`src/rtl/fifo_arb_pkg.sv`:
```
// Shared types and helpers for the FIFO write-port arbiter.
package fifo_arb_pkg;

  typedef enum logic {
    ST_IDLE  = 1'b0,
    ST_BURST = 1'b1
  } state_t;

  localparam int STALL_CNT_W = 16;

  // Elaboration-time ceil(log2(value)); returns 0 for value <= 1.
  function automatic int clog2(input int value);
    int r;
    r = 0;
    for (int i = 0; i < 31; i++) begin
      if ((1 << i) < value) r = i + 1;
    end
    return r;
  endfunction

endpackage

```
`src/rtl/rr_priority_picker.sv`:
```
// Combinational round-robin picker: first set request at or above ptr, wrapping.
module rr_priority_picker #(
  parameter int NUM_REQ = 4,
  parameter int IDX_W   = 2
) (
  input  logic [NUM_REQ-1:0] req,
  input  logic [IDX_W-1:0]   ptr,
  output logic [IDX_W-1:0]   winner,
  output logic               any_req
);

  logic [IDX_W-1:0]   rot_idx [NUM_REQ];
  logic [NUM_REQ-1:0] rot_req;

  // rot_idx[k] is the requester examined k-th when searching from ptr.
  for (genvar gi = 0; gi < NUM_REQ; gi++) begin : g_rot
    logic [IDX_W:0] sum;
    assign sum        = {1'b0, ptr} + (IDX_W+1)'(gi);
    assign rot_idx[gi] = (sum >= (IDX_W+1)'(NUM_REQ)) ?
                         IDX_W'(sum - (IDX_W+1)'(NUM_REQ)) : sum[IDX_W-1:0];
    assign rot_req[gi] = req[rot_idx[gi]];
  end

  always_comb begin
    winner  = '0;
    any_req = |rot_req;
    for (int k = NUM_REQ - 1; k >= 0; k--) begin
      if (rot_req[k]) winner = rot_idx[k];
    end
  end

endmodule

```
`src/rtl/fifo_write_arbiter.sv`:
```
// Round-robin burst arbiter sharing one FIFO write port between NUM_REQ requesters.
// Define FIFO_WRITE_ARBITER_STATS_EN to build the saturating full-stall counter.
module fifo_write_arbiter
  import fifo_arb_pkg::*;
#(
  parameter int NUM_REQ   = 4,
  parameter int DATA_W    = 8,
  parameter int BURST_LEN = 4
) (
  input  logic                      clk,
  input  logic                      rst,
  input  logic [NUM_REQ-1:0]        req,
  input  logic [NUM_REQ*DATA_W-1:0] req_data,
  input  logic                      fifo_full,
  output logic [NUM_REQ-1:0]        grant,
  output logic                      fifo_wr_en,
  output logic [DATA_W-1:0]         fifo_wr_data,
  output logic [STALL_CNT_W-1:0]    stall_count
);

  localparam int IDX_W  = clog2(NUM_REQ);
  localparam int BEAT_W = clog2(BURST_LEN) + 1;

  state_t            state_q, state_d;
  logic [IDX_W-1:0]  owner_q, owner_d;
  logic [IDX_W-1:0]  rr_ptr_q, rr_ptr_d;
  logic [BEAT_W-1:0] beat_cnt_q, beat_cnt_d;

  logic [IDX_W-1:0]  winner;
  logic              any_req;
  logic              owner_req;
  logic [IDX_W-1:0]  owner_next;
  logic [DATA_W-1:0] data_arr [NUM_REQ];

  for (genvar gi = 0; gi < NUM_REQ; gi++) begin : g_slice
    assign data_arr[gi] = req_data[gi*DATA_W +: DATA_W];
  end

  rr_priority_picker #(
    .NUM_REQ (NUM_REQ),
    .IDX_W   (IDX_W)
  ) u_picker (
    .req     (req),
    .ptr     (rr_ptr_q),
    .winner  (winner),
    .any_req (any_req)
  );

  assign owner_req  = req[owner_q];
  assign owner_next = (owner_q == IDX_W'(NUM_REQ - 1)) ? '0 : owner_q + IDX_W'(1);

  always_comb begin
    state_d      = state_q;
    owner_d      = owner_q;
    rr_ptr_d     = rr_ptr_q;
    beat_cnt_d   = beat_cnt_q;
    grant        = '0;
    fifo_wr_en   = 1'b0;
    fifo_wr_data = '0;

    case (state_q)
      ST_IDLE: begin
        if (any_req && !fifo_full) begin
          owner_d    = winner;
          beat_cnt_d = '0;
          state_d    = ST_BURST;
        end
      end

      ST_BURST: begin
        if (!fifo_full) grant[owner_q] = 1'b1;
        fifo_wr_en = owner_req & !fifo_full;
        if (fifo_wr_en) fifo_wr_data = data_arr[owner_q];

        // A dropped request ends the burst even while the FIFO is full.
        if (!owner_req) begin
          state_d    = ST_IDLE;
          rr_ptr_d   = owner_next;
          beat_cnt_d = '0;
        end else if (fifo_wr_en) begin
          if (beat_cnt_q == BEAT_W'(BURST_LEN - 1)) begin
            state_d    = ST_IDLE;
            rr_ptr_d   = owner_next;
            beat_cnt_d = '0;
          end else begin
            beat_cnt_d = beat_cnt_q + BEAT_W'(1);
          end
        end
      end
    endcase
  end

  always_ff @(posedge clk or posedge rst) begin
    if (rst) begin
      state_q    <= ST_IDLE;
      owner_q    <= '0;
      rr_ptr_q   <= '0;
      beat_cnt_q <= '0;
    end else begin
      state_q    <= state_d;
      owner_q    <= owner_d;
      rr_ptr_q   <= rr_ptr_d;
      beat_cnt_q <= beat_cnt_d;
    end
  end

`ifdef FIFO_WRITE_ARBITER_STATS_EN
  logic [STALL_CNT_W-1:0] stall_count_q, stall_count_d;

  // Counts cycles where the owner has data but the FIFO is full; saturates.
  always_comb begin
    stall_count_d = stall_count_q;
    if ((state_q == ST_BURST) && owner_req && fifo_full && (stall_count_q != '1)) begin
      stall_count_d = stall_count_q + STALL_CNT_W'(1);
    end
  end

  always_ff @(posedge clk or posedge rst) begin
    if (rst) begin
      stall_count_q <= '0;
    end else begin
      stall_count_q <= stall_count_d;
    end
  end

  assign stall_count = stall_count_q;
`else
  assign stall_count = '0;
`endif

endmodule
```
`config.mk`:
```
export PLATFORM = sky130hd
export DESIGN_NAME = fifo_write_arbiter
export DESIGN_NICKNAME = d
export VERILOG_FILES = /design/src/rtl/fifo_arb_pkg.sv /design/src/rtl/rr_priority_picker.sv /design/src/rtl/fifo_write_arbiter.sv
export SDC_FILE = /design/constraint.sdc
export NUM_CORES = 1
export LEC_CHECK = 0
export ABC_AREA = 1
export CELL_PAD_IN_SITES_DETAIL_PLACEMENT = 2
export CELL_PAD_IN_SITES_GLOBAL_PLACEMENT = 2
export CORE_ASPECT_RATIO = 1.5
export CORE_MARGIN = 2
export CORE_UTILIZATION = 17
export CTS_BUF_LIST = sky130_fd_sc_hd__clkbuf_8 sky130_fd_sc_hd__clkbuf_16
export CTS_CLUSTER_DIAMETER = 150
export DETAILED_ROUTE_END_ITERATION = 7
export GPL_ROUTABILITY_DRIVEN = 1
export GPL_TIMING_DRIVEN = 0
export PLACE_DENSITY = 0.84
export SLEW_MARGIN = 20
export SYNTH_ARGS = -nofsm -noshare
export SYNTH_HDL_FRONTEND = slang
export SYNTH_HIERARCHICAL = 1
export SYNTH_SLANG_ARGS = --single-unit
```
`constraint.sdc`:
```
create_clock -name clk -period 1.24 [get_ports clk]
set_input_delay 0.124 -clock clk [delete_from_list [all_inputs] [get_ports clk]]
set_output_delay 0.124 -clock clk [all_outputs]
set_load 0.05 [all_outputs]
```
Word-level counts from Yosys, hierarchy flattened
Index checks and enable logic that the tools add are counted.
Widths: inputs -> output; s select.
{ "totals": {"out_inout_bits": 29, "ff_bits": 8, "elab_cells": 82} }
{ "op_classes": {"n_addsub": 9, "magnitude_cmp": 11, "bitwise_logic": 3, "muxes": 42, "n_reduce_logical": 7, "n_eq_ne": 6} }
{ "ops": {"columns": ["op", "n"], "rows": [
  ["$mux 8", 4],
  ["$mux 2", 12],
  ["$bmux 8 s2", 1],
  ["$lt 2x3->1 const B", 5],
  ["$ge 3x3->1 const B", 4],
  ["$mux 3", 4],
  ["$mux 1", 11],
  ["$bmux 1 s2", 5],
  ["$mux 4", 2],
  ["$sub 2x1->2 const B", 4],
  ["$add 2x2->3 const B", 2],
  ["$pmux 3 s2", 1],
  ["$ne 2x1->1 const B", 2],
  ["$reduce_and 2->1", 2],
  ["$reduce_or 4->1", 1],
  ["$add 2x1->3 const B", 1],
  ["$add 3x1->3 const B", 1],
  ["$eq 3x2->1 const B", 1],
  ["$ge 2x3->1 const B", 1],
  ["$ne 3x2->1 const B", 1],
  ["$not 2->3", 1],
  ["$reduce_and 3->1", 1],
  ["$add 2x1->2 const B", 1],
  ["$demux 1 s2", 1],
  ["8 further kinds", 9]
]} }

Depth between registers and ports, before layout
{ "logic_depth": {"ltp_word": 9, "depth_mapped": 12, "depth_no_buf": 11} }

Modules after synthesis
Netlist, hierarchy kept.
{ "by_module_without_submodules": {"columns": ["module", "area_per_inst_um2", "seq_area_each_um2", "cells_each", "n_inst"], "rows": [
  ["fifo_write_arbiter", 1027.2, 200.2, 152, 1],
  ["rr_priority_picker", 225.2, 0.0, 44, 1]
]} }

Worst setup path before layout
OpenSTA, ideal clock, no wires.
{ "synth_timing": {"path_kind": "reg-to-output", "start": "reg owner_q[1]", "end": "out grant[1]", "path_stages_with_launch": 7, "required_time_ns": 1.116, "setup_slack_ns": -0.506, "path_buffers": 2, "arrival_ns": 1.622, "cell_sequence": "dfrtp_1 buf_4 inv_1 buf_6 ha_1 inv_1 nor2_1"} }
{ "synth_between": {"elab_chain_cells": 6} }
{ "synth_rtl": {"columns": ["item", "line", "rtl"], "rows": [
  ["start, declared", "fifo_write_arbiter.sv:25", "logic [IDX_W-1:0] owner_q, owner_d;"],
  ["start signal, assigned", "fifo_write_arbiter.sv:101", "owner_q <= owner_d;"],
  ["$lt 2x3->1 (implied by the code) or $ge 2x1->1 (tied branches)", "fifo_write_arbiter.sv:71", "if (!fifo_full) grant[owner_q] = 1'b1;"],
  ["$logic_and 1x1->1 (implied by the code)", "fifo_write_arbiter.sv:71", null],
  ["$mux 1 (implied by the code)", "fifo_write_arbiter.sv:71", null],
  ["$demux 1 s2 (*)", "fifo_write_arbiter.sv:71", null],
  ["$mux 4 (*)", "fifo_write_arbiter.sv:71", null],
  ["$mux 4 (*)", "fifo_write_arbiter.sv:61", "case (state_q)"],
  ["end, declared", "fifo_write_arbiter.sv:15", "output logic [NUM_REQ-1:0] grant,"]
]} }
Every way passes the cells marked *; elsewhere a longest branch is shown, timed or not.

Worst setup path after layout
{ "layout_timing": {"start": "reg owner_q[0]", "end": "out fifo_wr_data[5]"} }
{ "layout_between": {"elab_chain_cells": 6} }
{ "layout_rtl": {"columns": ["item", "line", "rtl"], "rows": [
  ["$not 2->3 (implied by the code)", "fifo_write_arbiter.sv:73", "if (fifo_wr_en) fifo_wr_data = data_arr[owner_q];"],
  ["$bmux 8 s2", "fifo_write_arbiter.sv:73", null],
  ["$mux 8 (implied by the code) (2 in series)", "fifo_write_arbiter.sv:73", null],
  ["$mux 8 (*)", "fifo_write_arbiter.sv:73", null],
  ["$mux 8 (*)", "fifo_write_arbiter.sv:61", null],
  ["end, declared", "fifo_write_arbiter.sv:17", "output logic [DATA_W-1:0] fifo_wr_data,"]
]} }
Every way passes the cells marked *; elsewhere a longest branch is shown, timed or not. The select of a mux whose other input is x is not followed.

==> impl_metrics.tcl <==
set metrics [dict create \
    die_area_sq_um 8080 \
    antennaDiodeCount 0 \
    violations "setup timing" \
    worstSetupStartpoint "owner_q[0]" \
    port_buffers 51 \
    fin_crit_sh_pct 139 \
    fin_util_pct 33.9 \
    synth_area_leaders "dfrtp_1, nor2_1, buf_4, nand2_1, o21ai_0" \
    cp-end-kind "output pin" \
    yosysWarnings 6 \
    gr-total-overflow 0 \
    switchingPower_uw 2950 \
    synthCells 196 \
    placedInstanceArea_sq_um 2030 \
    via_count 1583 \
    clkLatencyLatePin_ns 0.23 \
    cts_buffer_depth 2 \
    syn_area_sq_um 1250 \
    finalSetupTns_ns -7.68 \
    rsz0062_at_grt "yes" \
    power_leakage_uw 0.00112 \
    sw_frac_of_total_pct 54.7 \
    grt_pass1_vias 1791 \
    dr.first_iter.drc_count 48 \
    drc_errors 0 \
    dp_hpwl_mm 4.03 \
    max_freq_mhz 582 \
    r2r-start "owner_q[0]" \
    synth_area_leader_cell "dfrtp_1" \
    antenna_found_initial 0 \
    ff2ff_path_depth 11 \
    fin_skew_ns 0.00229 \
    worst_r2r_endpoint "rr_ptr_q[1]" \
    gp_congestion 0.765 \
    r2r_slack_ns -0.39 \
    internal_power_uw 2450 \
    grt_usage_pct 14.0 \
    seq_area_frac_synth_pct 16.0 \
    seq_power_share_pct 9.3 \
    cts-root-buf "clkbuf_8" \
    vias_per_cell 4.14 \
    num_rows 38 \
    cp_slowest_cell "dfrtp_1" \
    total_power_uw 5400 \
    final_cells 382 \
    hold_path_class "in -> async" \
    synth_xor_xnor_area_share_pct 0 \
    synth_mux_area_share_pct 0 \
    ir_drop_v 0.000568 \
    clock_power_share_pct 5.8 \
    power_density_nw_per_um2 2220 \
    drive_gt1_share_pct 41.8 \
    synth_top_family_by_area "simple AND/OR/NAND/NOR gates" \
    synth_simple_gate_area_share_pct 40.7 \
    fin_crit_ns 1.72 \
    setup.worst_path.start_class "flip-flop" \
    outcome "finished, violations left" \
    initial_utilization_pct 17.4 \
    syn_to_final_growth_pct 94.3 \
    die_w_um 74.1 \
    dpl.cell_count 362 \
    grt_pass1_wl_mm 8.65 \
    cts.sinks 8 \
    num-fill-cells 823 \
    layout_common_cells "clkdlybuf4s50_1, nor2_1, buf_4" \
    crit_chain "buf_6, buf_12, nor2_1, nor2_1, o21ai_1, a21oi_4, buf_6" \
    synth_seq_cells 8 \
    setup_viol 21 \
    drt-total-wl_mm 5.87 \
    die_height_um 109 \
    detail-route-antenna-nets 0 \
    cap_violations 0 \
    worst_slack_ns -0.479 \
    hold_violations 0 \
    yosysUniqueCellTypes 26 \
    endpoint "fifo_wr_data[5]" \
    cts_tree "yes" \
    wire_per_inst_um 15.4 \
    cp.arrival_ns 1.60 \
    ios 68 \
    pwr-share-comb_pct 84.9 \
    stdcell_area_sq_um 2430 \
    cts.clk_slew.worst_paths_ns 0.04 \
    syn_avg_cell_area_sq_um 6.39 \
    fin_nets 328 \
    synth_compound_area_share_pct 15.7 \
    grt_max_degree 12 \
    layout_commonest_cell "clkdlybuf4s50_1" \
    cpPeakStageDelay_ns 0.41 \
    synth-adder-area-share_pct 5.00 \
    cts_buffers 3 \
    h-tree-depth 1 \
    synth_top_area_share_pct 16.0 \
    core_region_area_sq_um 7180 \
    final_max_slew_viol_count 0 \
    cp_max_fo 6 \
    path_class "reg -> out" \
    firstDrtPassIters 3 \
    crit_required_ns 1.12 \
]
==> logic make-up (layout without fill, tap and decap cells) <==
logic type,after synthesis,after routing
compound gates,31,31
fa+ha+maj,5,5
buf+inv,47,118
flops,8,8
other cells,1,16
simple gates,104,104
==> power by group through the flow <==
stage,registers (uW),clock network (uW),logic (uW)
3_3_place_gp,496,0,3230
4_1_cts,508,324,4160
3_5_place_dp,499,0,3390
5_1_grt,524,340,4940
2_1_floorplan,464,0,2530
6_report,504,310,4580
==> routing by layer <==
layer	routed length [um]	GRT usage (%)	up-vias	part of all wire, %
li1	-	-	757	-
met1	1940	12.5	771	33
met4	65	1.95	0	1.1
met3	265	2.22	6	4.5
met5	0	0	-	0
met2	3590	31.3	49	61
==> worst min path at each step <==
stage	from	endpoint	slack, ns	depth (start not counted)
2_1_floorplan	rst	beat_cnt_q[0]	-0.06	1
3_3_place_gp	rst	beat_cnt_q[0]	0.43	2
3_5_place_dp	rst	beat_cnt_q[0]	0.41	2
4_1_cts	rst	beat_cnt_q[0]	0.17	2
5_1_grt	rst	rr_ptr_q[0]	0.20	2
6_report	rst	beat_cnt_q[0]	0.16	2
==> synth_stat cells <==
master and instances:
nand4_1 1, nand3_4 2, o21ai_2 1, nand2_1 30, a21oi_1 3, and2_4 1, nor3_1 1, o21ai_0 17
buf_2 1, ha_1 5, o21ai_1 1, nand3_1 14, nand2_2 8, dfrtp_1 8, o211ai_2 1, conb_1 1
inv_1 18, nand2_4 3, nor2_8 1, nor2_1 42, inv_4 2, buf_6 4, nand3_2 1, a21oi_2 8
inv_2 4, buf_4 18
==> layout make-up <==
| type | instances | area [sq um] | area share (%) |
|---|---|---|---|
| plain buffers | 23 | 199 | 8.17 |
| clock buffers | 3 | 41.3 | 1.70 |
| inverters | 24 | 113 | 4.63 |
| multi-input cells | 156 | 1050 | 43.2 |
| flip-flops and latches | 8 | 201 | 8.28 |
| well taps | 100 | 125 | 5.14 |
| repair buffers | 68 | 702 | 28.8 |
==> worst max-delay path: cells and delay by family (launching register included) <==
| kind | cells | cell delay (ns) |
|---|---|---|
| AOI/OAI and AO/OA | 2 | 0.25 |
| DFF | 1 | 0.41 |
| buffers and inverters | 3 | 0.44 |
| and+or+nand+nor | 2 | 0.28 |
==> metrics by stage <==
stage          hold slack, ns  setup slack [ns]
6_report                0.160            -0.479
5_1_grt                 0.196            -0.544
4_1_cts                 0.171            -0.436
3_5_place_dp            0.415             -1.12
3_3_place_gp            0.430             -1.11
2_1_floorplan         -0.0603            -0.362
==> repair_timing <==
action	4_1_cts	5_1_grt
resized for setup	133	15
hold buffers	0	0
cloned	1	1
setup endpoints to repair	21	21
setup buffers	12	3
pin swaps	10	5
==> flip-flops by register name, indices dropped and copies added, names as in the netlist <==
signal	cells
rr_ptr_q	2
owner_q	2
beat_cnt_q	3
state_q	1
Power figures use the tool's default switching activity.
